### config.mk
export PLATFORM = sky130hd
export DESIGN_NAME = mat_xform_sequencer
export DESIGN_NICKNAME = d
export VERILOG_FILES = /design/src/rtl/mat_pkg.sv /design/src/rtl/mat_xform_sequencer_scale_add_pipe.sv /design/src/rtl/mat_xform_sequencer.sv
export SDC_FILE = /design/constraint.sdc
export NUM_CORES = 1
export LEC_CHECK = 0
export ABC_AREA = 0
export BUFFER_PORTS_ARGS = -buffer_cell sky130_fd_sc_hd__buf_2
export CAP_MARGIN = 20
export CORE_AREA = 2 2 226 173
export CTS_BUF_LIST = sky130_fd_sc_hd__clkbuf_4 sky130_fd_sc_hd__clkbuf_8 sky130_fd_sc_hd__clkbuf_16
export CTS_CLUSTER_DIAMETER = 50
export CTS_CLUSTER_SIZE = 24
export DETAILED_ROUTE_END_ITERATION = 10
export DIE_AREA = 0 0 228 175
export GPL_TIMING_DRIVEN = 0
export SLEW_MARGIN = 40
export SYNTH_ARGS = -nofsm -noshare
export SYNTH_HDL_FRONTEND = slang
export SYNTH_SLANG_ARGS = --single-unit
### constraint.sdc
create_clock -name clk -period 16.28 [get_ports clk]
set_clock_uncertainty 0.2 [all_clocks]
set_input_delay 0 -clock clk [delete_from_list [all_inputs] [get_ports clk]]
set_output_delay 0 -clock clk [all_outputs]
set_load 0.05 [all_outputs]
### src/rtl/mat_pkg.sv
// Shared constants, state encoding and row helper for the matrix transform sequencer.
package mat_pkg;

    localparam int DATA_W    = 16;
    localparam int MAT_DIM   = 3;
    localparam int N_ENTRIES = 9;
    localparam int ADDR_W    = 4;

    typedef enum logic [1:0] {
        IDLE,
        ISSUE,
        DRAIN,
        DONE
    } state_t;

    // Row of a row-major entry index (idx / 3); written as compares to stay a tiny mux.
    function automatic logic [1:0] row_of(input logic [ADDR_W-1:0] idx);
        if (idx < 4'd3) begin
            return 2'd0;
        end else if (idx < 4'd6) begin
            return 2'd1;
        end else begin
            return 2'd2;
        end
    endfunction

endpackage

### src/rtl/mat_xform_sequencer_scale_add_pipe.sv
// Two-stage scale-then-translate pipe: stage 1 multiplies, stage 2 adds and flags overflow.
module scale_add_pipe
    import mat_pkg::*;
(
    input  logic              clk,
    input  logic              rst,
    input  logic              req_valid,
    input  logic [ADDR_W-1:0] req_tag,
    input  logic [DATA_W-1:0] scale,
    input  logic [DATA_W-1:0] operand,
    input  logic [DATA_W-1:0] trans,
    output logic              rsp_valid,
    output logic [ADDR_W-1:0] rsp_tag,
    output logic [DATA_W-1:0] result,
    output logic              rsp_ovf
);

    logic                mul_valid;
    logic [ADDR_W-1:0]   mul_tag;
    logic [2*DATA_W-1:0] prod;
    logic [DATA_W-1:0]   mul_trans;
    logic [2*DATA_W:0]   sum;

    // Full-width sum keeps the carry so overflow past DATA_W bits is visible.
    assign sum = {1'b0, prod} + {{(DATA_W+1){1'b0}}, mul_trans};

    // Stage 1: register the full product along with its tag and translation term.
    always_ff @(posedge clk) begin
        if (rst) begin
            mul_valid <= 1'b0;
            mul_tag   <= '0;
            prod      <= '0;
            mul_trans <= '0;
        end else begin
            mul_valid <= req_valid;
            if (req_valid) begin
                mul_tag   <= req_tag;
                prod      <= {{DATA_W{1'b0}}, scale} * {{DATA_W{1'b0}}, operand};
                mul_trans <= trans;
            end
        end
    end

    // Stage 2: register the truncated sum and whether any upper bit was lost.
    always_ff @(posedge clk) begin
        if (rst) begin
            rsp_valid <= 1'b0;
            rsp_tag   <= '0;
            result    <= '0;
            rsp_ovf   <= 1'b0;
        end else begin
            rsp_valid <= mul_valid;
            rsp_ovf   <= mul_valid && (sum[2*DATA_W:DATA_W] != '0);
            if (mul_valid) begin
                rsp_tag <= mul_tag;
                result  <= sum[DATA_W-1:0];
            end
        end
    end

endmodule

### src/rtl/mat_xform_sequencer.sv
// Walks the 3x3 origin matrix through one shared scale/add pipe and writes the modified matrix.
module mat_xform_sequencer
    import mat_pkg::*;
(
    input  logic              clk,
    input  logic              rst,
    input  logic              start,
    input  logic [DATA_W-1:0] scale_x,
    input  logic [DATA_W-1:0] scale_y,
    input  logic [DATA_W-1:0] scale_z,
    input  logic [DATA_W-1:0] trans_x,
    input  logic [DATA_W-1:0] trans_y,
    input  logic [DATA_W-1:0] trans_z,
    output logic [ADDR_W-1:0] rd_addr,
    input  logic [DATA_W-1:0] rd_data,
    output logic              wr_en,
    output logic [ADDR_W-1:0] wr_addr,
    output logic [DATA_W-1:0] wr_data,
    output logic              busy,
    output logic              done,
    output logic              ovf
);

    state_t            state;
    state_t            next_state;
    logic [ADDR_W-1:0] idx;
    logic              accept;
    logic              issue;
    logic [DATA_W-1:0] scale_snap [MAT_DIM];
    logic [DATA_W-1:0] trans_snap [MAT_DIM];
    logic [DATA_W-1:0] cur_scale;
    logic [DATA_W-1:0] cur_trans;
    logic              rsp_valid;
    logic              rsp_ovf;
    logic              ovf_hold;

    // Next state plus the state-decoded outputs; idx doubles as the drain counter.
    always_comb begin
        next_state = state;
        accept     = 1'b0;
        issue      = 1'b0;
        busy       = 1'b0;
        done       = 1'b0;
        rd_addr    = '0;
        case (state)
            IDLE: begin
                if (start) begin
                    accept     = 1'b1;
                    next_state = ISSUE;
                end
            end
            ISSUE: begin
                issue   = 1'b1;
                busy    = 1'b1;
                rd_addr = idx;
                if (idx == 4'd8) begin
                    next_state = DRAIN;
                end
            end
            DRAIN: begin
                busy = 1'b1;
                if (idx == 4'd1) begin
                    next_state = DONE;
                end
            end
            DONE: begin
                done       = 1'b1;
                next_state = IDLE;
            end
            default: next_state = IDLE;
        endcase
    end

    // State register; reset wins over a simultaneous start.
    always_ff @(posedge clk) begin
        if (rst) begin
            state <= IDLE;
        end else begin
            state <= next_state;
        end
    end

    // Entry counter during ISSUE, reused to time the two drain cycles.
    always_ff @(posedge clk) begin
        if (rst) begin
            idx <= '0;
        end else if (state == IDLE || state == DONE || (state == ISSUE && idx == 4'd8)) begin
            idx <= '0;
        end else begin
            idx <= idx + 4'd1;
        end
    end

    // Snapshot the transform parameters when a pass is accepted so later input changes are ignored.
    always_ff @(posedge clk) begin
        if (rst) begin
            for (int r = 0; r < MAT_DIM; r++) begin
                scale_snap[r] <= '0;
                trans_snap[r] <= '0;
            end
        end else if (accept) begin
            scale_snap[0] <= scale_x;
            scale_snap[1] <= scale_y;
            scale_snap[2] <= scale_z;
            trans_snap[0] <= trans_x;
            trans_snap[1] <= trans_y;
            trans_snap[2] <= trans_z;
        end
    end

    // Pick the snapshot row that matches the entry being issued.
    always_comb begin
        cur_scale = scale_snap[2];
        cur_trans = trans_snap[2];
        case (row_of(idx))
            2'd0: begin
                cur_scale = scale_snap[0];
                cur_trans = trans_snap[0];
            end
            2'd1: begin
                cur_scale = scale_snap[1];
                cur_trans = trans_snap[1];
            end
            default: begin
                cur_scale = scale_snap[2];
                cur_trans = trans_snap[2];
            end
        endcase
    end

    scale_add_pipe u_pipe (
        .clk       (clk),
        .rst       (rst),
        .req_valid (issue),
        .req_tag   (idx),
        .scale     (cur_scale),
        .operand   (rd_data),
        .trans     (cur_trans),
        .rsp_valid (rsp_valid),
        .rsp_tag   (wr_addr),
        .result    (wr_data),
        .rsp_ovf   (rsp_ovf)
    );

    assign wr_en = rsp_valid;

    // ovf must rise with the offending write, so the live flag is ORed onto the held value.
    assign ovf = ovf_hold | (rsp_valid & rsp_ovf);

    // Sticky overflow, cleared by reset or by accepting a new pass.
    always_ff @(posedge clk) begin
        if (rst) begin
            ovf_hold <= 1'b0;
        end else if (accept) begin
            ovf_hold <= 1'b0;
        end else begin
            ovf_hold <= ovf;
        end
    end

endmodule

# After elaboration in Yosys (flattened, before gate mapping)
# Memories as Yosys holds them, arrays and structs flattened.
# Index checks and enable logic that the tools add are counted.
op_classes:
  bitwise: 8
  eq_ne: 9
  magnitude_cmp: 2
  muxes: 25
  mul: 1
  addsub: 2
  n_reduce_logical: 11
ops:
  columns: ["cell", "n"]
  rows:
  - ["2-to-1 mux 16 bit", 6]
  - ["one-hot mux 16 bit (2 select lines)", 2]
  - ["adder 32 x 16 -> 33 bit", 1]
  - ["multiplier 16 x 16 -> 32 bit", 1]
  - ["nonzero test 17 bit", 1]
  - ["2-to-1 mux 1 bit", 10]
  - ["2-to-1 mux 2 bit", 5]
  - ["one-hot mux 2 bit (4 select lines)", 1]
  - ["bitwise OR 1 bit", 7]
  - ["OR reduction 2 bit", 3]
  - ["adder 4 x 1 -> 4 bit (second input constant)", 1]
  - ["equality test 2 x 1 -> 1 bit (second input constant)", 2]
  - ["equality test 2 bit (second input constant)", 2]
  - ["equality test 4 x 1 -> 1 bit (second input constant)", 1]
  - ["equality test 4 bit (second input constant)", 1]
  - ["logical NOT 2 bit", 2]
  - ["less-than comparator 4 x 2 -> 1 bit (second input constant)", 1]
  - ["less-than comparator 4 x 3 -> 1 bit (second input constant)", 1]
  - ["2-to-1 mux 4 bit", 1]
  - ["!= test 2 bit (second input constant)", 2]
  - ["AND reduction 3 bit", 1]
  - ["logical AND 1 bit", 2]
  - ["logical OR 1 bit", 2]
  - ["!= test 2 x 1 -> 1 bit (second input constant)", 1]
  - ["bitwise AND 1 bit", 1]
word_totals:
  in_bits: 115
  regBits: 82
  mem_bits_rw: 96
  word_cells: 71
  n_memories: 2
  out_inout_bits: 28
mem_list:
  columns: ["memory", "words", "width", "rd", "rd_ports_with_merged_regs", "wr", "line_no", "source"]
  rows:
  - ["scale_snap", 3, 16, 3, 0, 3, "mat_xform_sequencer.sv:29", "logic [DATA_W-1:0] scale_snap [MAT_DIM];"]
  - ["trans_snap", 3, 16, 3, 0, 3, "mat_xform_sequencer.sv:30", "logic [DATA_W-1:0] trans_snap [MAT_DIM];"]

# Depth between registers and ports, before layout
# Gate-level depths: netlist of run 1.
depth:
  word_depth: 6
  mapped_depth: 28
  ltp_nobuf: 26

# Cells and area by module
# A second synthesis of run 1 with hierarchy kept.
hier_totals:
  hier_cells: 1757
  hier_area_um2: 16761.1
by_module_without_submodules:
  columns: ["module", "cells_per_inst", "n_inst", "area_each_um2", "seq_area_each_um2"]
  rows:
  - ["scale_add_pipe", 1394, 1, 12142.9, 1501.4]
  - ["mat_xform_sequencer", 363, 1, 4618.2, 3022.9]

# Worst setup path before layout of run 1
# Ideal clock, no wire load.
synth_timing:
  kind: "register to register"
  from: "register idx[0]"
  to: "register u_pipe.prod[30]"
  stages_incl_launch_ff: 27
  required_time_ns: 15.958
  path_buffers: 3
  slack_ns: 8.921
  synth_period_minus_slack_ns: 7.359
  arrival_time_ns: 7.037
  setup_ns: 0.122
  cell_sequence: "dfxtp_1 -> ha_1 -> or3_1 -> clkbuf_1 -> clkbuf_1 -> o22ai_1 -> nor2_1 -> clkbuf_1 -> nand2_1 -> fa_1 -> fa_1 -> fa_1 -> inv_1 -> fa_1 -> fa_1 -> inv_1 -> fa_1 -> inv_1 -> ha_1 -> and3_2 -> o211ai_2 -> or3b_1 -> a21oi_4 -> a21oi_4 -> o22ai_1 -> mux2_1 -> a311o_1"
synth_between:
  elab_chain_cells: 6
  elab_cells_between_ends: 8
  cone_classes: "mul: 1; order compare: 2; eq/ne: 1; mux: 3; reduce/logical: 1"
synth_rtl:
  columns: ["element", "line_no", "source"]
  rows:
  - ["start: declaration", "mat_xform_sequencer.sv:26", "logic [ADDR_W-1:0] idx;"]
  - ["start signal: assignment", "mat_xform_sequencer.sv:90", "idx <= idx + 4'd1;"]
  - ["less-than comparator 4 x 3 -> 1 bit", "mat_pkg.sv:20", "end else if (idx < 4'd6) begin"]
  - ["2-to-1 mux 2 bit", "mat_pkg.sv:20", null]
  - ["2-to-1 mux 2 bit *", "mat_pkg.sv:18", "if (idx < 4'd3) begin"]
  - ["equality test 2 x 1 -> 1 bit or logical NOT 2 bit (tied branches)", "mat_xform_sequencer.sv:115", "case (row_of(idx))"]
  - ["one-hot mux 16 bit (2 select lines) *", "mat_xform_sequencer.sv:115", null]
  - ["multiplier 16 x 16 -> 32 bit *", "mat_xform_sequencer_scale_add_pipe.sv:38", "prod <= {{DATA_W{1'b0}}, scale} * {{DATA_W{1'b0}}, operand};"]
  - ["end signal: assignment", "mat_xform_sequencer_scale_add_pipe.sv:38", null]
  - ["end: declaration", "mat_xform_sequencer_scale_add_pipe.sv:20", "logic [2*DATA_W-1:0] prod;"]
# Mark *: on every way between the ends. The rest lies on a longest branch, timed or not.
# A chain may end at the register's enable or synchronous reset.

# Worst setup path after layout of run 1
# Same ends and word-level chain as after synthesis.

==> metrics.txt, run 1 <==
total stage count of the critical path 27; Clock Latency Late Sink 0.45 ns; largest family of logic cells by synthesized area adder cells; maximum clock frequency 111.4 MHz; Die Y 175 µm; cells after synthesis 1773; via count 13350; setup repair after global routing missed its margin no; via count of the first global-routing pass 13280; multiplexer share of the synthesized area 0.01800; yosys warns 0; Root Buffer clkbuf_16; CTS Sinks 178; type of the worst min-delay path in -> reg; worst path arrival time 9.11 ns; Area contributors post-synth fa_1, edfxtp_1, dfxtp_1, ha_1, and2_1; Period minus WS final 8.974 ns; Final period util 0.5512; Max Transition Viols Final 0; Crit. End Element flip-flop; setup TNS 0 ns; Die W 228 µm; Post-DP HPWL 36880 µm; XOR/XNOR share of the synthesized area 0.01777; final WL 46860 µm; CTS resizes 0; critical path class reg -> reg; R2R depth 27; number of max-cap violations 0; Worst-Margin Slew 0.8607 ns; final setup vio count 0; Core Region 37700 µm²; routability-driven placement congestion ratio 0.9199; R2R Path Start idx[0]$_SDFF_PP0_; Worst-path clk slew 0.07 ns; I/O pins 143; most frequent cells in the layout inv_1, and2_1, fa_1, nand2_1, buf_2; Slowest-stage cell, CP nor2_1; final hold viol count 0; FP Rows 62; TritonCTS clock tree yes; number of flops mapped to enable cells by yosys 96; worst path required time 16.41 ns; status completed; Via density 5.210; post-synth top area share 0.2330; largest net degree at the start of global routing 43; Syn Nets 2211; Synth area leader fa_1; total grt overflow 0; GRT Resource Usage Total 0.2392; Port Buf Inserts 142; Reg-to-Reg End u_pipe.prod[30]$_SDFFE_PP0P_; Synth Cell Area 16750 µm²; initial cell density of the core 0.4444; CP max stage delay 0.67 ns; Max FO, Critical Path 10; clock tree buffer depth 2; number of synthesized register bits 178; Synth Area in Simple Gates 0.1872; crit-path most repeated cell fa_1; htree depth 4; initial antenna violation count 1; Final ANT Viol Nets 0; Post CTS Setup Buffer Count 0; relative slew slack 0.4241; CP endpoint u_pipe.prod[30]$_SDFFE_PP0P_; Pre-Repair DR Iteration Count 8; CP top delay family adder cells; share of layout cells above drive strength 1 0.1069; reg2reg setup slack 7.31 ns; hold depth 5; register area share after synthesis 0.2701; Num CTS Buffers 17; ys flop type edfxtp_1; Distinct cells, synth 76; Synth Area in Adders 0.3286; post-DR wirelength/cell 18.28 µm; Worst Setup Start Kind flip-flop; DIE AREA 39900 µm²; Post-synth ARST share 0; commonest non-fill, non-tap cell in the layout inv_1; Post-CTS Hold Buffers 99; DR DRC count 0; Critical Path Start idx[0]$_SDFF_PP0_; area grow syn2layout 17.71%; post-synthesis compound-gate area fraction 0.1018; first-pass GRT wire length 73470 µm; NumNets Final 2473; Buf/Inv on CP 7; initial DRC count 1070; Mean Syn Cell Area 9.449 µm²
## tightest hold or removal path, stage by stage
cell     delay [ns]
buf_2          0.17
and2_1         0.16
ha_1           0.17
mux2i_1        0.08
nor2_1         0.08
## cell usage after synthesis (3+ instances only)
cell type and count:
mux2i_1 29, nor3b_1 3, nand2_1 181, nand2b_1 3, a2111oi_0 3, a311o_1 3
and3_1 12, a31oi_1 7, a21o_1 18, a211oi_1 34, nand3_1 14, fa_1 195
and2_1 220, xor2_1 9, or4_1 3, o21a_1 10, o31ai_1 3, a22oi_1 16
nand4_1 9, ha_1 128, xnor2_1 25, buf_1 14, clkbuf_1 59, o22ai_1 22
a21oi_2 3, o21ai_0 19, o21ai_1 4, and3_2 4, nor2_1 147, nor2b_1 4
o31ai_2 4, inv_1 255, a21oi_1 56, nor3_1 18, edfxtp_1 96, o21bai_1 6
buf_2 4, o211ai_1 3, dfxtp_1 82
## cells by family after synthesis
logic type / after synthesis
AO/OA/AOI/OAI: 240
XOR/XNOR: 34
adder cells (fa/ha/maj): 323
buffers and inverters: 335
flip-flops: 178
multiplexers: 30
AND/OR/NAND/NOR: 633
## metrics by stage
stage | area (µm²) | hold WS, ns | utilization | setup WS [ns] | instances
floorplan | 16750 | -0.03246 | - | 8.921 | 1773
global placement | 18100 | 0.08010 | 0.4802 | 7.369 | 2427
detailed placement | 18160 | 0.07961 | 0.4817 | 7.362 | 2429
CTS | 19710 | 0.03688 | 0.5227 | 7.310 | 2560
global route | 19710 | 0.09215 | 0.5229 | 6.825 | 2560
finish | 19720 | 0.05056 | 0.5231 | 7.306 | 2563
## state kept, by name, summed over array words and instances, names as in the netlist
register	count
scale_snap	48
trans_snap	48
u_pipe.prod	32
u_pipe.mul_trans	16
u_pipe.result	16
idx	4
u_pipe.mul_tag	4
u_pipe.rsp_tag	4
state	2
ovf_hold	1
u_pipe.mul_valid	1
u_pipe.rsp_ovf	1
u_pipe.rsp_valid	1
## how the worst min path moves through the flow
| stage | from | endpoint | slack (ns) |
|---|---|---|---|
| finish | rd_data[1] | u_pipe.prod[1]$_SDFFE_PP0P_ | 0.05 |
| detailed placement | trans_z[9] | trans_snap[0][41]$_SDFFCE_PN0P_ | 0.08 |
| floorplan | rd_data[0] | u_pipe.prod[0]$_SDFFE_PP0P_ | -0.03 |
| CTS | rd_data[1] | u_pipe.prod[1]$_SDFFE_PP0P_ | 0.04 |
| global placement | trans_z[10] | trans_snap[0][42]$_SDFFCE_PN0P_ | 0.08 |
| global route | rd_data[1] | u_pipe.prod[1]$_SDFFE_PP0P_ | 0.09 |
## final cells by class
type / instances / area, µm²
antenna: 3 / 7.507
buffer: 79 / 321.6
clock buffer: 18 / 432.9
clock inverter: 14 / 120.1
fill: 3527 / 17980
inverter: 256 / 960.9
multi-input combinational: 1260 / 10970
sequential: 178 / 4524
tap: 512 / 640.6
timing repair buffer: 243 / 1742
## per-layer routing
layer,wire (µm),global-route usage
met1,22260,0.3501
met2,20580,0.3673
met3,3202,0.04373
met4,815,0.05801
met5,0,0
Power of run 1 is left out: the tool's default activity adds up to more than one toggle a clock period on the data nets, which glitch-free logic cannot reach.
==> run 2, diff against run 1 <==
==> constraint.sdc (replaced) <==
create_clock -name clk -period 8.95 [get_ports clk]
set_clock_uncertainty 0.2 [all_clocks]
set_input_delay 0 -clock clk [delete_from_list [all_inputs] [get_ports clk]]
set_output_delay 0 -clock clk [all_outputs]
set_load 0.05 [all_outputs]
==> run 2 against run 1 <==
  * Register-to-register slack worse by 6.9 ns
  * Final cell count is 0.12% lower
  * Die area stayed put
  * Non-clock buffer count stayed put
  * Setup slack worse by 6.9 ns
  * First-iteration DRC count is 2.1% lower
  * Via count is 0.47% lower
  * Sequential share of layout area hardly changed
  * Fmax is 4.8% higher
  * Flip-flop and latch count stayed put
  * Critical path type unchanged
  * Largest cell class unchanged
==> metrics.txt, run 2 (synthesis gave the netlist of run 1 again) <==
status completed (unchanged); initial antenna violation count 1 (unchanged); Pre-Repair DR Iteration Count 6 (was 8); initial DRC count 1048 (was 1070); Root Buffer clkbuf_16 (unchanged); via count of the first global-routing pass 13280 (unchanged); maximum clock frequency 116.7 MHz (was 111.4 MHz); area grow syn2layout 17.90% (was 17.71%); M1 WL 22220 µm (was 22260 µm); GRT Resource Usage Total 0.2391 (was 0.2392); first-pass GRT wire length 73460 µm (was 73470 µm); worst path required time 9.08 ns (was 16.41 ns); Via density 5.192 (was 5.210); Clock Latency Late Sink 0.45 ns (about the same); antenna diode count 0 (was 3); Worst-Margin Slew 0.7825 ns (was 0.8607 ns); worst slack, placed 0.03212 ns (was 7.362 ns); clock tree buffer depth 2 (unchanged); Max Transition Viols Final 0 (unchanged); htree depth 4 (unchanged); FP Rows 62 (unchanged); Final ANT Viol Nets 0 (unchanged); Final period util 0.9571 (was 0.5512); Max FO, Critical Path 10 (unchanged); Post-DP HPWL 36880 µm (unchanged); routability-driven placement congestion ratio 0.9199 (unchanged); WL met2 20650 µm (was 20580 µm); worst path arrival time 8.70 ns (was 9.11 ns); Period minus WS final 8.566 ns (was 8.974 ns); DIE AREA 39900 µm² (unchanged); setup TNS 0 ns (unchanged); critical path class reg -> reg (unchanged); setup ws final 0.3843 ns (was 7.306 ns); initial cell density of the core 0.4444 (unchanged); total grt overflow 0 (unchanged); final WL 46810 µm (was 46860 µm); Post CTS Setup Buffer Count 0 (unchanged); largest net degree at the start of global routing 43 (unchanged); final setup vio count 0 (unchanged); post-DR wirelength/cell 18.29 µm (was 18.28 µm); share of layout cells above drive strength 1 0.1147 (was 0.1069); Core Region 37700 µm² (unchanged); Die Y 175 µm (unchanged); most frequent cells in the layout inv_1, and2_1, fa_1, nand2_1, buf_2 (unchanged); Die W 228 µm (unchanged); I/O pins 143 (unchanged); Worst-path clk slew 0.07 ns (about the same); Regs by FF count scale_snap x48, trans_snap x48, u_pipe.prod x32 (unchanged); via count 13290 (was 13350); commonest non-fill, non-tap cell in the layout inv_1 (unchanged); NumNets Final 2473 (unchanged); Port Buf Inserts 142 (unchanged); Crit. End Element flip-flop (unchanged); TritonCTS clock tree yes (unchanged); number of max-cap violations 0 (unchanged); Worst Setup Start Kind flip-flop (unchanged); DR DRC count 0 (unchanged); Num CTS Buffers 17 (unchanged); relative slew slack 0.4783 (was 0.4241); routed wl met3 3104 µm (was 3202 µm); final hold viol count 0 (unchanged); CTS Sinks 178 (unchanged); type of the worst min-delay path in -> reg (unchanged); uppermost layer routed met4 (unchanged)
## run 2: cell count changes in the layout (fill, tap and decap cells not counted), sizes merged
cell	change
diode	-3
## run 2: final cells by class
cell class / count / area (µm²)
Tap cell: 512 / 640.6
Sequential cell: 178 / 4524
Clock buffer: 18 / 432.9
Multi-Input combinational cell: 1260 / 11000
Buffer: 79 / 334.1
Fill cell: 3518 / 17950
Timing Repair Buffer: 243 / 1742
Clock inverter: 14 / 120.1
Inverter: 256 / 960.9
## run 2: worst paths after layout
kind | startpoint | to | slack [ns] | depth (start not counted)
hold reg to reg | u_pipe.result[4]$_SDFFE_PP0P_ | u_pipe.result[4]$_SDFFE_PP0P_ | 0.27 | 2
setup reg to reg | idx[2]$_SDFF_PP0_ | u_pipe.prod[30]$_SDFFE_PP0P_ | 0.38 | 25
hold / removal | rd_data[1] | u_pipe.prod[1]$_SDFFE_PP0P_ | 0.04 | 5
setup / recovery | idx[2]$_SDFF_PP0_ | u_pipe.prod[30]$_SDFFE_PP0P_ | 0.38 | 25
## run 2: timing repair
item	in CTS	in global routing
gates resized for setup	1	28
endpoints found under the hold margin	103	0
setup endpoints to repair	1	9
hold buffers	99	0
## run 2: critical path, stage by stage (launching register included)
cell and delay (ns):
dfxtp_1 0.30, buf_2 0.17, a21oi_1 0.33, buf_2 0.32, o22ai_1 0.12, nor2_1 0.55, clkbuf_1 0.63, nand2_1 0.17
fa_1 0.54, fa_1 0.53, fa_1 0.51, inv_1 0.05, fa_1 0.50, fa_1 0.49, inv_1 0.05, fa_1 0.51
inv_1 0.05, ha_1 0.40, and3_2 0.25, o211ai_2 0.10, or3b_1 0.44, a21oi_4 0.26, a21oi_4 0.10, o22ai_1 0.20
mux2_1 0.36, a311o_1 0.31
## run 2: per-layer routing
| layer | vias to the layer above | track usage |
|---|---|---|
| met5 | - | 0 |
| met4 | 0 | 0.05801 |
| met3 | 63 | 0.04373 |
| li1 | 6296 | - |
| met1 | 6510 | 0.3500 |
| met2 | 422 | 0.3671 |
## run 2: metrics by stage
| stage | area, µm² | cells | util | hold slack [ns] |
|---|---|---|---|---|
| finish | 19750 | 2560 | 0.5239 | 0.04002 |
| floorplan | 16750 | 1773 | - | -0.03246 |
| global route | 19750 | 2560 | 0.5239 | 0.09215 |
| global placement | 18100 | 2427 | 0.4802 | 0.08010 |
| detailed placement | 18160 | 2429 | 0.4817 | 0.07961 |
| CTS | 19710 | 2560 | 0.5228 | 0.03688 |
Power of run 2 is left out for the same reason.
==> run 3, diff against run 2 <==
--- a/config.mk
+++ b/config.mk
@@ -15,7 +15,10 @@
 export DETAILED_ROUTE_END_ITERATION = 10
 export DIE_AREA = 0 0 228 175
 export GPL_TIMING_DRIVEN = 0
+export REMOVE_ABC_BUFFERS = 1
+export SKIP_CTS_REPAIR_TIMING = 1
 export SLEW_MARGIN = 40
 export SYNTH_ARGS = -nofsm -noshare
 export SYNTH_HDL_FRONTEND = slang
+export SYNTH_HIERARCHICAL = 1
 export SYNTH_SLANG_ARGS = --single-unit
==> run 3 against run 2 <==
  * Cell area is 1.3% higher
  * Via count down 3.3%
  * Sequential share of layout area fell by 0.30 points
  * Core utilization grew 0.71 points
  * Critical path depth decreased by 2
  * Non-clock buffer count down 59
  * Critical path type unchanged
==> metrics.txt, run 3 <==
worst path arrival time 8.50 ns (was 8.70 ns); cells after synthesis 1757 (was 1773); clock tree buffer depth 2 (unchanged); final WL 41280 µm (was 46810 µm); yosys warns 6 (was 0); initial antenna violation count 0 (was 1); Post-synth top cells inv_1, and2_1, fa_1, nand2_1, ha_1 (was inv_1, and2_1, fa_1, nand2_1, nor2_1); final setup vio count 0 (unchanged); Distinct cells, synth 74 (was 76); area grow syn2layout 19.44% (was 17.90%); DIE AREA 39900 µm² (unchanged); CTS Sinks 178 (unchanged); total grt overflow 0 (unchanged); NumNets Final 2402 (was 2473); relative slew slack 0.4753 (was 0.4783); Worst-Margin Slew 0.7870 ns (was 0.7825 ns); via count of the first global-routing pass 12640 (was 13280); Max FO, Critical Path 32 (was 10); Synth area leader fa_1 (unchanged); htree depth 4 (unchanged); critical path class reg -> reg (unchanged); crit path cell chain ha_1, or3_2, a22oi_1, a21oi_4, nand2_1, fa_1, fa_1, fa_1, fa_1, inv_1, fa_1, inv_1, fa_1, inv_1, ha_1, a21oi_1, o21ai_0, nor3_1, a21oi_1, a31oi_1, o221ai_1, a2111o_1, o221ai_1; final hold viol count 0 (unchanged); largest net degree at the start of global routing 52 (was 43); maximum clock frequency 119.8 MHz (was 116.7 MHz); I/O pins 143 (unchanged); number of flops mapped to enable cells by yosys 96 (unchanged); Clock Latency Late Sink 0.44 ns (was 0.45 ns); type of the worst min-delay path in -> reg (unchanged); Post-synth ARST share 0 (unchanged); Post-DP HPWL 31380 µm (was 36880 µm); top-count cell post-synth inv_1 (unchanged); Port Buf Inserts 142 (unchanged); ys flop type edfxtp_1 (unchanged); Via density 5.166 (was 5.192); initial cell density of the core 0.4446 (was 0.4444); Synth Cell Area 16760 µm² (was 16750 µm²); Worst Setup Start Kind flip-flop (unchanged); crit-path most repeated cell fa_1 (unchanged); post-synth top area share 0.2329 (was 0.2330); status completed (unchanged); antenna diode count 0 (unchanged); worst path required time 9.11 ns (was 9.08 ns); DR DRC count 0 (unchanged); Num CTS Buffers 17 (unchanged); commonest non-fill, non-tap cell in the layout inv_1 (unchanged); reg2reg setup slack 0.61 ns (was 0.38 ns); Area contributors post-synth fa_1, edfxtp_1, dfxtp_1, ha_1, and2_1 (unchanged); register area share after synthesis 0.2699 (was 0.2701); fillers 3404 (was 3518); Slowest-stage cell, CP or3_2 (was clkbuf_1); TritonCTS clock tree yes (unchanged); Root Buffer clkbuf_16 (unchanged); Buf/Inv on CP 3 (was 6); Pre-Repair DR Iteration Count 5 (was 6); Critical Path Start idx[0]$_SDFF_PP0_ (was idx[2]$_SDFF_PP0_); routability-driven placement congestion ratio 0.9104 (was 0.9199); CP max stage delay 0.65 ns (was 0.63 ns); Regs by FF count scale_snap x48, trans_snap x48, u_pipe/prod x32 (was scale_snap x48, trans_snap x48, u_pipe.prod x32); number of synthesized register bits 178 (unchanged); Max Transition Viols Final 0 (unchanged); Final ANT Viol Nets 0 (unchanged); first-pass GRT wire length 65410 µm (was 73460 µm); CP top delay family adder cells (unchanged); final core occ 0.5310 (was 0.5239); Die W 228 µm (unchanged); most frequent cells in the layout inv_1, and2_1, fa_1, nand2_1, buf_2 (unchanged); Core Region 37700 µm² (unchanged); setup repair after global routing missed its margin no; Worst-path clk slew 0.08 ns (was 0.07 ns); share of layout cells above drive strength 1 0.1194 (was 0.1147); Final period util 0.9323 (was 0.9571); Die Y 175 µm (unchanged); FP Rows 62 (unchanged); Mean Syn Cell Area 9.540 µm² (was 9.449 µm²); R2R Path Start idx[0]$_SDFF_PP0_ (was idx[2]$_SDFF_PP0_); via count 12860 (was 13290); hold_sp rd_data[1] (unchanged); number of max-cap violations 0 (unchanged); Crit. End Element flip-flop (unchanged); Period minus WS final 8.344 ns (was 8.566 ns); GRT Resource Usage Total 0.2040 (was 0.2391); initial DRC count 780 (was 1048); post-DR wirelength/cell 16.58 µm (was 18.29 µm)
run 3: tightest hold or removal path, delay by kind of cell:
family | cells | cell delay, ns
buffers and inverters | 1 | 0.29
and+or+nand+nor | 2 | 0.25
adders and majority gates | 1 | 0.12
muxes | 1 | 0.06
run 3: per-stage QoR:
| step | instances | instance area (µm²) | worst slack, ns | hold slack [ns] | setup TNS, ns |
|---|---|---|---|---|---|
| final | 2489 | 20020 | 0.6061 | 0.1288 | 0 |
| after global routing | 2489 | 20020 | 0.1272 | 0.1744 | 0 |
| after CTS | 2390 | 19030 | 0.6477 | -0.3745 | 0 |
| after detailed placement | 2358 | 18430 | 0.6827 | 0.07989 | 0 |
| after global placement | 2336 | 17790 | -1.728 | 0.07911 | -27.78 |
| after floorplan | 1682 | 16440 | 0.8930 | -0.1309 | 0 |
run 3: metal layers:
layer  GRT usage  up-vias  routed length (µm)
li1            -     6112                   -
met2      0.3116      340               18510
met4     0.03758        0                 548
met5           0        -                   0
met3     0.03084       39                2249
met1      0.3085     6366               19970
run 3: cell families (layout without fill, tap and decap cells):
kind of cell	count (synthesis)	count (layout)	synth area share
flops	178	178	0.2699
buf+inv	333	553	0.07689
xor+xnor	36	36	0.01881
mux	48	48	0.02867
simple gates	602	602	0.1786
fa+ha+maj	323	323	0.3285
compound gates	237	237	0.09862
run 3: path summary, 6_finish.rpt:
kind	endpoint	cells past startpoint
max reg2reg	u_pipe/prod[28]$_SDFFE_PP0P_	23
max	u_pipe/prod[28]$_SDFFE_PP0P_	23
min	u_pipe/prod[1]$_SDFFE_PP0P_	5
min reg2reg	u_pipe/result[4]$_SDFFE_PP0P_	2
run 3: cell type report:
| class | count | area [µm²] | share of cell area |
|---|---|---|---|
| Inverter | 258 | 968.4 | 0.04838 |
| Clock buffer | 17 | 425.4 | 0.02125 |
| Clock inverter | 15 | 177.7 | 0.008875 |
| Tap cell | 512 | 640.6 | 0.03200 |
| Multi-Input combinational cell | 1246 | 11160 | 0.5577 |
| Timing Repair Buffer | 263 | 2117 | 0.1057 |
| Sequential cell | 178 | 4526 | 0.2261 |
Power of run 3 is left out for the same reason.
